### src/rtl/cpu_ctrl_pkg.sv
// Shared types and encodings for the multi-cycle LEGv8 control path.
package cpu_ctrl_pkg;

  typedef enum logic [2:0] {
    S_FETCH,
    S_DECODE,
    S_EXEC,
    S_MEM,
    S_WB,
    S_TRAP
  } state_t;

  typedef enum logic [3:0] {
    IC_ILLEGAL,
    IC_ADDI,
    IC_ADDS,
    IC_SUBS,
    IC_AND,
    IC_EOR,
    IC_LDUR,
    IC_STUR,
    IC_B,
    IC_BLT,
    IC_CBZ
  } inst_class_t;

  // Opcode patterns on IR[31:21]; '?' bits belong to immediates.
  localparam logic [10:0] OP_ADDI  = 11'b1001000100?;
  localparam logic [10:0] OP_ADDS  = 11'b10101011000;
  localparam logic [10:0] OP_SUBS  = 11'b11101011000;
  localparam logic [10:0] OP_AND   = 11'b10001010000;
  localparam logic [10:0] OP_EOR   = 11'b11001010000;
  localparam logic [10:0] OP_LDUR  = 11'b11111000010;
  localparam logic [10:0] OP_STUR  = 11'b11111000000;
  localparam logic [10:0] OP_B     = 11'b000101?????;
  localparam logic [10:0] OP_BCOND = 11'b01010100???;
  localparam logic [10:0] OP_CBZ   = 11'b10110100???;

  localparam logic [3:0]  COND_LT  = 4'b1011;

  localparam logic [2:0]  ALU_PASSB = 3'b000;
  localparam logic [2:0]  ALU_ADD   = 3'b010;
  localparam logic [2:0]  ALU_SUB   = 3'b011;
  localparam logic [2:0]  ALU_AND   = 3'b100;
  localparam logic [2:0]  ALU_XOR   = 3'b110;

  localparam logic [1:0]  PC_SEQ    = 2'b00;
  localparam logic [1:0]  PC_BR26   = 2'b01;
  localparam logic [1:0]  PC_BR19   = 2'b10;

  localparam logic [1:0]  SRC_REG    = 2'b00;
  localparam logic [1:0]  SRC_IMM12  = 2'b01;
  localparam logic [1:0]  SRC_DADDR9 = 2'b10;

  function automatic logic sets_flags(input inst_class_t c);
    return (c == IC_ADDS) || (c == IC_SUBS);
  endfunction

endpackage

### src/rtl/multicycle_ctrl_inst_decoder.sv
// Combinational instruction classifier and datapath-field decoder.
module inst_decoder
  import cpu_ctrl_pkg::*;
(
  input  logic [31:0]  ir,
  output inst_class_t  cls,
  output logic         illegal,
  output logic [2:0]   alu_op,
  output logic [1:0]   alu_src,
  output logic         reg2_sel
);

  // Register and immediate fields are consumed by the datapath, not here.
  logic unused_ir_fields;
  assign unused_ir_fields = ^ir[20:4];

  // Classify the opcode field; only the LT condition is accepted for B.cond.
  always_comb begin
    cls = IC_ILLEGAL;
    casez (ir[31:21])
      OP_ADDI:  cls = IC_ADDI;
      OP_ADDS:  cls = IC_ADDS;
      OP_SUBS:  cls = IC_SUBS;
      OP_AND:   cls = IC_AND;
      OP_EOR:   cls = IC_EOR;
      OP_LDUR:  cls = IC_LDUR;
      OP_STUR:  cls = IC_STUR;
      OP_B:     cls = IC_B;
      OP_BCOND: cls = (ir[3:0] == COND_LT) ? IC_BLT : IC_ILLEGAL;
      OP_CBZ:   cls = IC_CBZ;
      default:  cls = IC_ILLEGAL;
    endcase
  end

  assign illegal = (cls == IC_ILLEGAL);

  // Datapath selects per class; STUR and CBZ both need Rt on read port 2.
  always_comb begin
    alu_op   = ALU_PASSB;
    alu_src  = SRC_REG;
    reg2_sel = 1'b0;
    case (cls)
      IC_ADDI: begin
        alu_op  = ALU_ADD;
        alu_src = SRC_IMM12;
      end
      IC_ADDS: alu_op = ALU_ADD;
      IC_SUBS: alu_op = ALU_SUB;
      IC_AND:  alu_op = ALU_AND;
      IC_EOR:  alu_op = ALU_XOR;
      IC_LDUR: begin
        alu_op  = ALU_ADD;
        alu_src = SRC_DADDR9;
      end
      IC_STUR: begin
        alu_op   = ALU_ADD;
        alu_src  = SRC_DADDR9;
        reg2_sel = 1'b1;
      end
      IC_CBZ: begin
        alu_op   = ALU_PASSB;
        reg2_sel = 1'b1;
      end
      default: ;
    endcase
  end

endmodule

### src/rtl/multicycle_ctrl.sv
// Multi-cycle LEGv8 control FSM with data-memory handshake and trap state.
// Optional performance counters are enabled by defining CTRL_PERF_CNT_EN.
module multicycle_ctrl
  import cpu_ctrl_pkg::*;
#(
  parameter int unsigned MEM_TIMEOUT = 16,
  parameter int unsigned CNT_W       = 32
) (
  input  logic              clk,
  input  logic              reset_n,
  input  logic [31:0]       instruction,
  input  logic              alu_zero,
  input  logic              flag_n,
  input  logic              flag_v,
  input  logic              mem_ack,
  output logic              pc_we,
  output logic [1:0]        pc_src,
  output logic              ir_we,
  output logic              reg_we,
  output logic              reg2_sel,
  output logic [1:0]        alu_src,
  output logic [2:0]        ALUOp,
  output logic              flag_we,
  output logic              mem_req,
  output logic              mem_wr,
  output logic              mem_to_reg,
  output logic              retire,
  output logic              trap
`ifdef CTRL_PERF_CNT_EN
  ,
  output logic [CNT_W-1:0]  cycle_cnt,
  output logic [CNT_W-1:0]  instr_cnt
`endif
);

  localparam int unsigned TW = (MEM_TIMEOUT > 1) ? $clog2(MEM_TIMEOUT) : 1;

  state_t       state, next_state;
  logic [31:0]  ir;
  logic [TW-1:0] wait_cnt;
  logic         timeout_hit;

  inst_class_t  cls;
  logic         illegal;
  logic [2:0]   dec_alu_op;
  logic [1:0]   dec_alu_src;
  logic         dec_reg2_sel;

  inst_decoder u_dec (
    .ir       (ir),
    .cls      (cls),
    .illegal  (illegal),
    .alu_op   (dec_alu_op),
    .alu_src  (dec_alu_src),
    .reg2_sel (dec_reg2_sel)
  );

  assign timeout_hit = (MEM_TIMEOUT != 0) && (wait_cnt == TW'(MEM_TIMEOUT - 1));

  // State register and instruction latch.
  always_ff @(posedge clk) begin
    if (!reset_n) begin
      state <= S_FETCH;
      ir    <= '0;
    end else begin
      state <= next_state;
      if (state == S_FETCH) ir <= instruction;
    end
  end

  // Memory wait counter: counts only while staying in MEM, clears otherwise.
  always_ff @(posedge clk) begin
    if (!reset_n) wait_cnt <= '0;
    else if (state == S_MEM && next_state == S_MEM) wait_cnt <= wait_cnt + 1'b1;
    else wait_cnt <= '0;
  end

  // Next-state and per-state datapath controls; everything forced low in reset.
  always_comb begin
    next_state = state;
    pc_we      = 1'b0;
    pc_src     = PC_SEQ;
    ir_we      = 1'b0;
    reg_we     = 1'b0;
    reg2_sel   = 1'b0;
    alu_src    = SRC_REG;
    ALUOp      = ALU_PASSB;
    flag_we    = 1'b0;
    mem_req    = 1'b0;
    mem_wr     = 1'b0;
    mem_to_reg = 1'b0;
    retire     = 1'b0;
    trap       = 1'b0;
    if (reset_n) begin
      if (state inside {S_DECODE, S_EXEC, S_MEM, S_WB}) begin
        ALUOp    = dec_alu_op;
        alu_src  = dec_alu_src;
        reg2_sel = dec_reg2_sel;
      end
      case (state)
        S_FETCH: begin
          ir_we      = 1'b1;
          next_state = S_DECODE;
        end
        S_DECODE: next_state = illegal ? S_TRAP : S_EXEC;
        S_EXEC: begin
          case (cls)
            IC_ADDI, IC_ADDS, IC_SUBS, IC_AND, IC_EOR: begin
              flag_we    = sets_flags(cls);
              next_state = S_WB;
            end
            IC_LDUR, IC_STUR: next_state = S_MEM;
            IC_B: begin
              pc_we      = 1'b1;
              pc_src     = PC_BR26;
              retire     = 1'b1;
              next_state = S_FETCH;
            end
            IC_CBZ: begin
              pc_we      = 1'b1;
              pc_src     = alu_zero ? PC_BR19 : PC_SEQ;
              retire     = 1'b1;
              next_state = S_FETCH;
            end
            IC_BLT: begin
              pc_we      = 1'b1;
              pc_src     = (flag_n != flag_v) ? PC_BR19 : PC_SEQ;
              retire     = 1'b1;
              next_state = S_FETCH;
            end
            default: next_state = S_TRAP;
          endcase
        end
        S_MEM: begin
          mem_req = 1'b1;
          mem_wr  = (cls == IC_STUR);
          if (mem_ack) begin
            if (cls == IC_STUR) begin
              pc_we      = 1'b1;
              retire     = 1'b1;
              next_state = S_FETCH;
            end else begin
              next_state = S_WB;
            end
          end else if (timeout_hit) begin
            next_state = S_TRAP;
          end
        end
        S_WB: begin
          reg_we     = 1'b1;
          mem_to_reg = (cls == IC_LDUR);
          pc_we      = 1'b1;
          retire     = 1'b1;
          next_state = S_FETCH;
        end
        S_TRAP: trap = 1'b1;
        default: next_state = S_FETCH;
      endcase
    end
  end

`ifdef CTRL_PERF_CNT_EN
  // Cycle and retired-instruction counters; cycles stop accruing in TRAP.
  always_ff @(posedge clk) begin
    if (!reset_n) begin
      cycle_cnt <= '0;
      instr_cnt <= '0;
    end else begin
      if (state != S_TRAP) cycle_cnt <= cycle_cnt + 1'b1;
      if (retire) instr_cnt <= instr_cnt + 1'b1;
    end
  end
`endif

endmodule
### config.mk
export PLATFORM = sky130hd
export DESIGN_NAME = multicycle_ctrl
export DESIGN_NICKNAME = d
export VERILOG_FILES = /design/src/rtl/cpu_ctrl_pkg.sv /design/src/rtl/multicycle_ctrl_inst_decoder.sv /design/src/rtl/multicycle_ctrl.sv
export SDC_FILE = /design/constraint.sdc
export NUM_CORES = 1
export LEC_CHECK = 0
export CORE_ASPECT_RATIO = 0.6
export CORE_MARGIN = 5
export CORE_UTILIZATION = 40
export DETAILED_ROUTE_END_ITERATION = 6
export HOLD_SLACK_MARGIN = 0.02
export PLACE_DENSITY = 0.75
export SLEW_MARGIN = 20
export SYNTH_ARGS = -nofsm -noshare
export SYNTH_HDL_FRONTEND = slang
export SYNTH_SLANG_ARGS = --single-unit
### constraint.sdc
create_clock -name clk -period 8.1 [get_ports clk]
set_input_delay 1.62 -clock clk [delete_from_list [all_inputs] [get_ports clk]]
set_output_delay 1.62 -clock clk [all_outputs]
set_load 0.005 [all_outputs]
Yosys cells after proc, flatten, opt, wreduce, memory -nomap -nowiden. Cells that the tools add are included.

Add/subtract/negate cells: 1. Equality and inequality tests: 29. Muxes and demuxes: 43. Reduce and logical (&&, ||, !) cells: 11.

Operators by type and width (number): 11-bit equality test, second input constant (6); 4-bit case mux with 10 select lines (1); 1-bit two-way mux (22); 3-bit two-way mux (7); 4-bit equality test, second input constant (5); 4-bit by 3-bit equality test with 1-bit output, second input constant (4); 3-bit case mux with 5 select lines (1); 2-bit two-way mux (6); 3-bit case mux with 4 select lines (1); 10-bit equality test, second input constant (1); 3-bit by 2-bit equality test with 1-bit output, second input constant (3); 3-bit case mux with 3 select lines (1); 4-bit by 2-bit equality test with 1-bit output, second input constant (2); 8-bit by 7-bit equality test with 1-bit output, second input constant (1); 8-bit equality test, second input constant (1); 3-bit equality test, second input constant (2); 6-bit by 3-bit equality test with 1-bit output, second input constant (1); 2-bit case mux with 3 select lines (1); 5-bit OR reduction (1); 4-bit by 1-bit adder with 4-bit output, second input constant (1); 4-bit by 1-bit equality test with 1-bit output, second input constant (1); 4-bit zero test (1); 4-bit two-way mux (1); 2-bit case mux with 2 select lines (1); other kinds (11) (12).

Register bits after elaboration: 39. Bits of input ports: 38. Output and inout bits: 17. Word-level logic and storage cells: 87.

Longest topological paths before layout.
Depth in word-level cells: 11. Mapped depth: 7. Gate-level depth less buffers: 5.

Modules after synthesis. Synthesis repeated with hierarchy kept, for this count alone.

Cells, all modules: 265. Area, all modules: 2080.7 µm².

By module, submodules not included: multicycle_ctrl (instances 1, cells each 223, area an instance 1770.4 µm², sequential area each 780.7 µm²); inst_decoder (instances 1, cells each 42, area an instance 310.3 µm², sequential area each 0.0 µm²).

Worst setup path before layout. Ideal clock, no wire load.

Kind: input-to-output. From: input reset_n. To: output mem_to_reg. Arrival: 2.355 ns. Required time: 6.480 ns. Slack: 4.125 ns. Cell stages on the path: 4. Path buffers: 1. Cells stage by stage: clkbuf_1 -> nand2_1 -> nor3_1 -> nor3b_1.

Longest elaborated chain between the ends: 1.

RTL lines: from (decl) (line multicycle_ctrl.sv:10) `input logic reset_n,`; 1-bit two-way mux (line multicycle_ctrl.sv:94) `if (reset_n) begin`; to (decl) (line multicycle_ctrl.sv:26) `output logic mem_to_reg,`.

No other way between the ends.

Worst setup path after layout.
From: input reset_n. To: output pc_src[0].

Longest elaborated chain between the ends: 1.

RTL lines: 2-bit two-way mux (line multicycle_ctrl.sv:94); to (decl) (line multicycle_ctrl.sv:17) `output logic [1:0] pc_src,`.

No other way between the ends.

==> qor.csv <==
stage,metric,value,unit
sta,Max-Slew Margin vs Limit,0.494,
layout,fraction of layout cells with a size suffix above 1,0.0467,
synthesis,"area leader, netlist",dfxtp_1,
sta,"Setup violations, final",0,
synthesis,asr flop ratio synth,0,
detailed_routing,Initial DRC Count,204,
power,Pleak,0.679,nW
grt,largest net degree at the start of global routing,24,
synthesis,Yosys reg bits,22,
sta,max frequency,179,MHz
setup_path,CP dominant cell by count,clkdlybuf4s50_1,
setup_path,Worst EP required,6.48,ns
synthesis,cell count after synthesis,182,
sta,Slew Limit Fails,0,
clock_tree,postcts setup bufs,0,
setup_path,CP Launch Type,input pin,
placed_design,# port buffers,37,
sta,Worst Skew,0.00323,ns
setup_path,"critical path, cell by cell",clkdlybuf4s50_1 -> nand2_1 -> nor2_1 -> o21ai_0 -> nor3_1 -> clkdlybuf4s50_1,
grt,first-pass GRT wire length,6030,um
outcome,outcome,"finished, final reports clean",
layout,"non-filler cells, final",259,
sta,Post-Route Setup TNS,0,ns
setup_path,CP Class,in -> out,
clock_tree,clock root buffer,clkbuf_8,
synthesis,Synth top area share,0.324,
detailed_routing,# DRC,0,
setup_path,CP max stage cell,clkdlybuf4s50_1,
grt,antenna violations before repair,0,
placed_design,GP Congestion,0.917,
placed_design,placed insts,255,
clock_tree,worst skew pair latency,0.26,ns
setup_path,worst path arrival time,3.95,ns
clock_tree,CTS hold repair buffers,0,
floorplanning,Die H,55.1,um
sta,Worst Tran Pin Value,0.757,ns
clock_tree,Worst-path clk slew,0.08,ns
clock_tree,CTS Buf Count,3,
synthesis,Yosys warning total,0,
synthesis,"EDFF count, synth",0,
detailed_routing,drt via density,5.43,
setup_path,worst reg2reg path startpoint,ir[29],
detailed_routing,Vias,1407,
clock_tree,CTS Sinks,22,
floorplanning,Die W,85.2,um
setup_path,Worst Path Max Fanout,23,
synthesis,synthesized area,1360,sq um
sta,Tcrit/Tclk final,0.688,
detailed_routing,DRT antenna net count,0,
synthesis,Yosys cell types,46,
floorplanning,Initial Utilization,0.416,
sta,unrepaired setup endpoints after global routing,false,
floorplanning,FP Rows,16,
clock_tree,TritonCTS clock tree,built,
synthesis,synthesized area per cell,7.46,sq um
hold_path,HP Start,wait_cnt[0],
layout,Multi-input gate area,853,sq um
floorplanning,CORE AREA,3260,sq um
grt,Tot GR Track Use,0.160,
placed_design,HPWL after detailed placement,2640,um
clock_tree,CTS max path bufs,2,
synthesis,"Net Count, Synth",221,
setup_path,Crit path largest cell delay,0.96,ns
synthesis,dominant cells by area after synthesis,"dfxtp_1, nand2_1, a21boi_1, nor2_1, nand3_1",
setup_path,Setup crit start,reset_n,
synthesis,"Seq/Total Area, Yosys",0.324,
grt,vias in the first global route,1249,
hold_path,Min-Delay Path Class,reg -> reg,
synthesis,ys flop type,dfxtp_1,
grt,GR Overflow Total,0,
floorplanning,I/O Pins,55,
detailed_routing,Total Wirelength,3430,um
power,Peak VDD IR,0.000118,V
sta,final hold violation count,0,
detailed_routing,First-pass DRT Iterations,4,
layout,fillcell total,295,
flow_run,Max Cap Viol,0,
layout,Antenna diodes,0,
layout,area grow syn2layout,33.6,%
floorplanning,die area,4700,sq um
sta,Final min period,5.57,ns
detailed_routing,DR WL/cell,13.2,um
clock_tree,H-Tree Level Count,1,
power,power density over cell area,226,nW/um^2
setup_path,Worst setup EP type,output pin,
clock_tree,Post-CTS Resized,0,
layout,nets,254,
layout,Reg area,440,sq um
-- critical path: cells and delay by family --
family          cells  cell delay [ns]
buf+inv             2             1.50
compound gates      1             0.14
simple gates        3             0.69
-- area by class of cell --
class	instances	share of cell area
flip-flops and latches	22	0.243
multi-input cells	146	0.470
well taps	45	0.0310
inverters	4	0.00828
repair buffers	38	0.208
clock inverters	1	0.0166
clock buffers	3	0.0228
-- worst paths after layout --
path                       to  slack, ns  depth (start not counted)
setup reg to reg     state[0]       6.01                          5
hold reg to reg   wait_cnt[0]       0.45                          1
setup / recovery    pc_src[0]       2.53                          6
hold / removal    wait_cnt[0]       0.45                          1
-- logic make-up after synthesis --
kind of cell,after synthesis,share of synthesized area
and+or+nand+nor,104,0.404
AOI/OAI and AO/OA,38,0.196
DFF,22,0.324
buffers and inverters,14,0.0470
xor gates and xnor gates,3,0.0194
adders and majority gates,1,0.00922
-- sequential cells by signal (all words and copies together) (netlist names) --
register and flops:
ir 15, state 3, wait_cnt 4
-- report_power, final --
group / total [mW] / switching [mW] / internal (mW)
clock: 0.102 / 0.0362 / 0.0660
combinational: 0.136 / 0.0718 / 0.0644
sequential: 0.172 / 0.0396 / 0.133
-- synth_stat cells, types with 2 or more instances --
cell type and instances:
a21boi_1 11, xnor2_1 2, or4b_1 2, a21o_1 2, nor2b_1 2, nor3_1 5, nand3_1 8, a21boi_0 4
nand2b_1 3, nor2_1 16, inv_1 4, dfxtp_1 22, a21oi_1 7, nand2_1 40, nor3b_1 3, nand3b_1 2
clkbuf_1 8, o21ai_0 4, or3_1 2, nor4bb_1 3, and2_1 3, and3_1 4, nor4b_1 2
-- layout by cell type (no fill, tap or decap), types with 3 or more instances in the layout --
| cell type | Yosys | layout |
|---|---|---|
| dfxtp_1 | 22 | 22 |
| nand2b_1 | 3 | 3 |
| nand2_1 | 40 | 40 |
| nor3b_1 | 3 | 3 |
| and3_1 | 4 | 4 |
| nor3_1 | 5 | 5 |
| a21oi_1 | 7 | 7 |
| a21boi_0 | 4 | 4 |
| clkbuf_8 | 0 | 3 |
| o21ai_0 | 4 | 4 |
| inv_1 | 4 | 4 |
| nor2_1 | 16 | 16 |
| and2_1 | 3 | 3 |
| a21boi_1 | 11 | 11 |
| nor4bb_1 | 3 | 3 |
| nand3_1 | 8 | 8 |
| clkdlybuf4s50_1 | 0 | 37 |
-- stage by stage --
stage,power [mW],area (sq um),util,hold WS [ns],setup slack [ns]
floorplan,0.262,1360,-,0.418,4.13
global placement,0.308,1740,0.534,0.430,2.61
detailed placement,0.311,1740,0.534,0.436,2.55
CTS,0.413,1810,0.556,0.454,2.55
global route,0.446,1810,0.556,0.494,2.35
finish,0.411,1810,0.556,0.452,2.53
-- metal layers --
metal	wire, um	track usage	up-vias
met5	0	0	-
met4	21	0.0158	0
met3	337	0.0533	4
met2	1320	0.240	45
met1	1760	0.231	653
li1	-	-	705
Note: power is estimated with default switching activity, not from simulation.
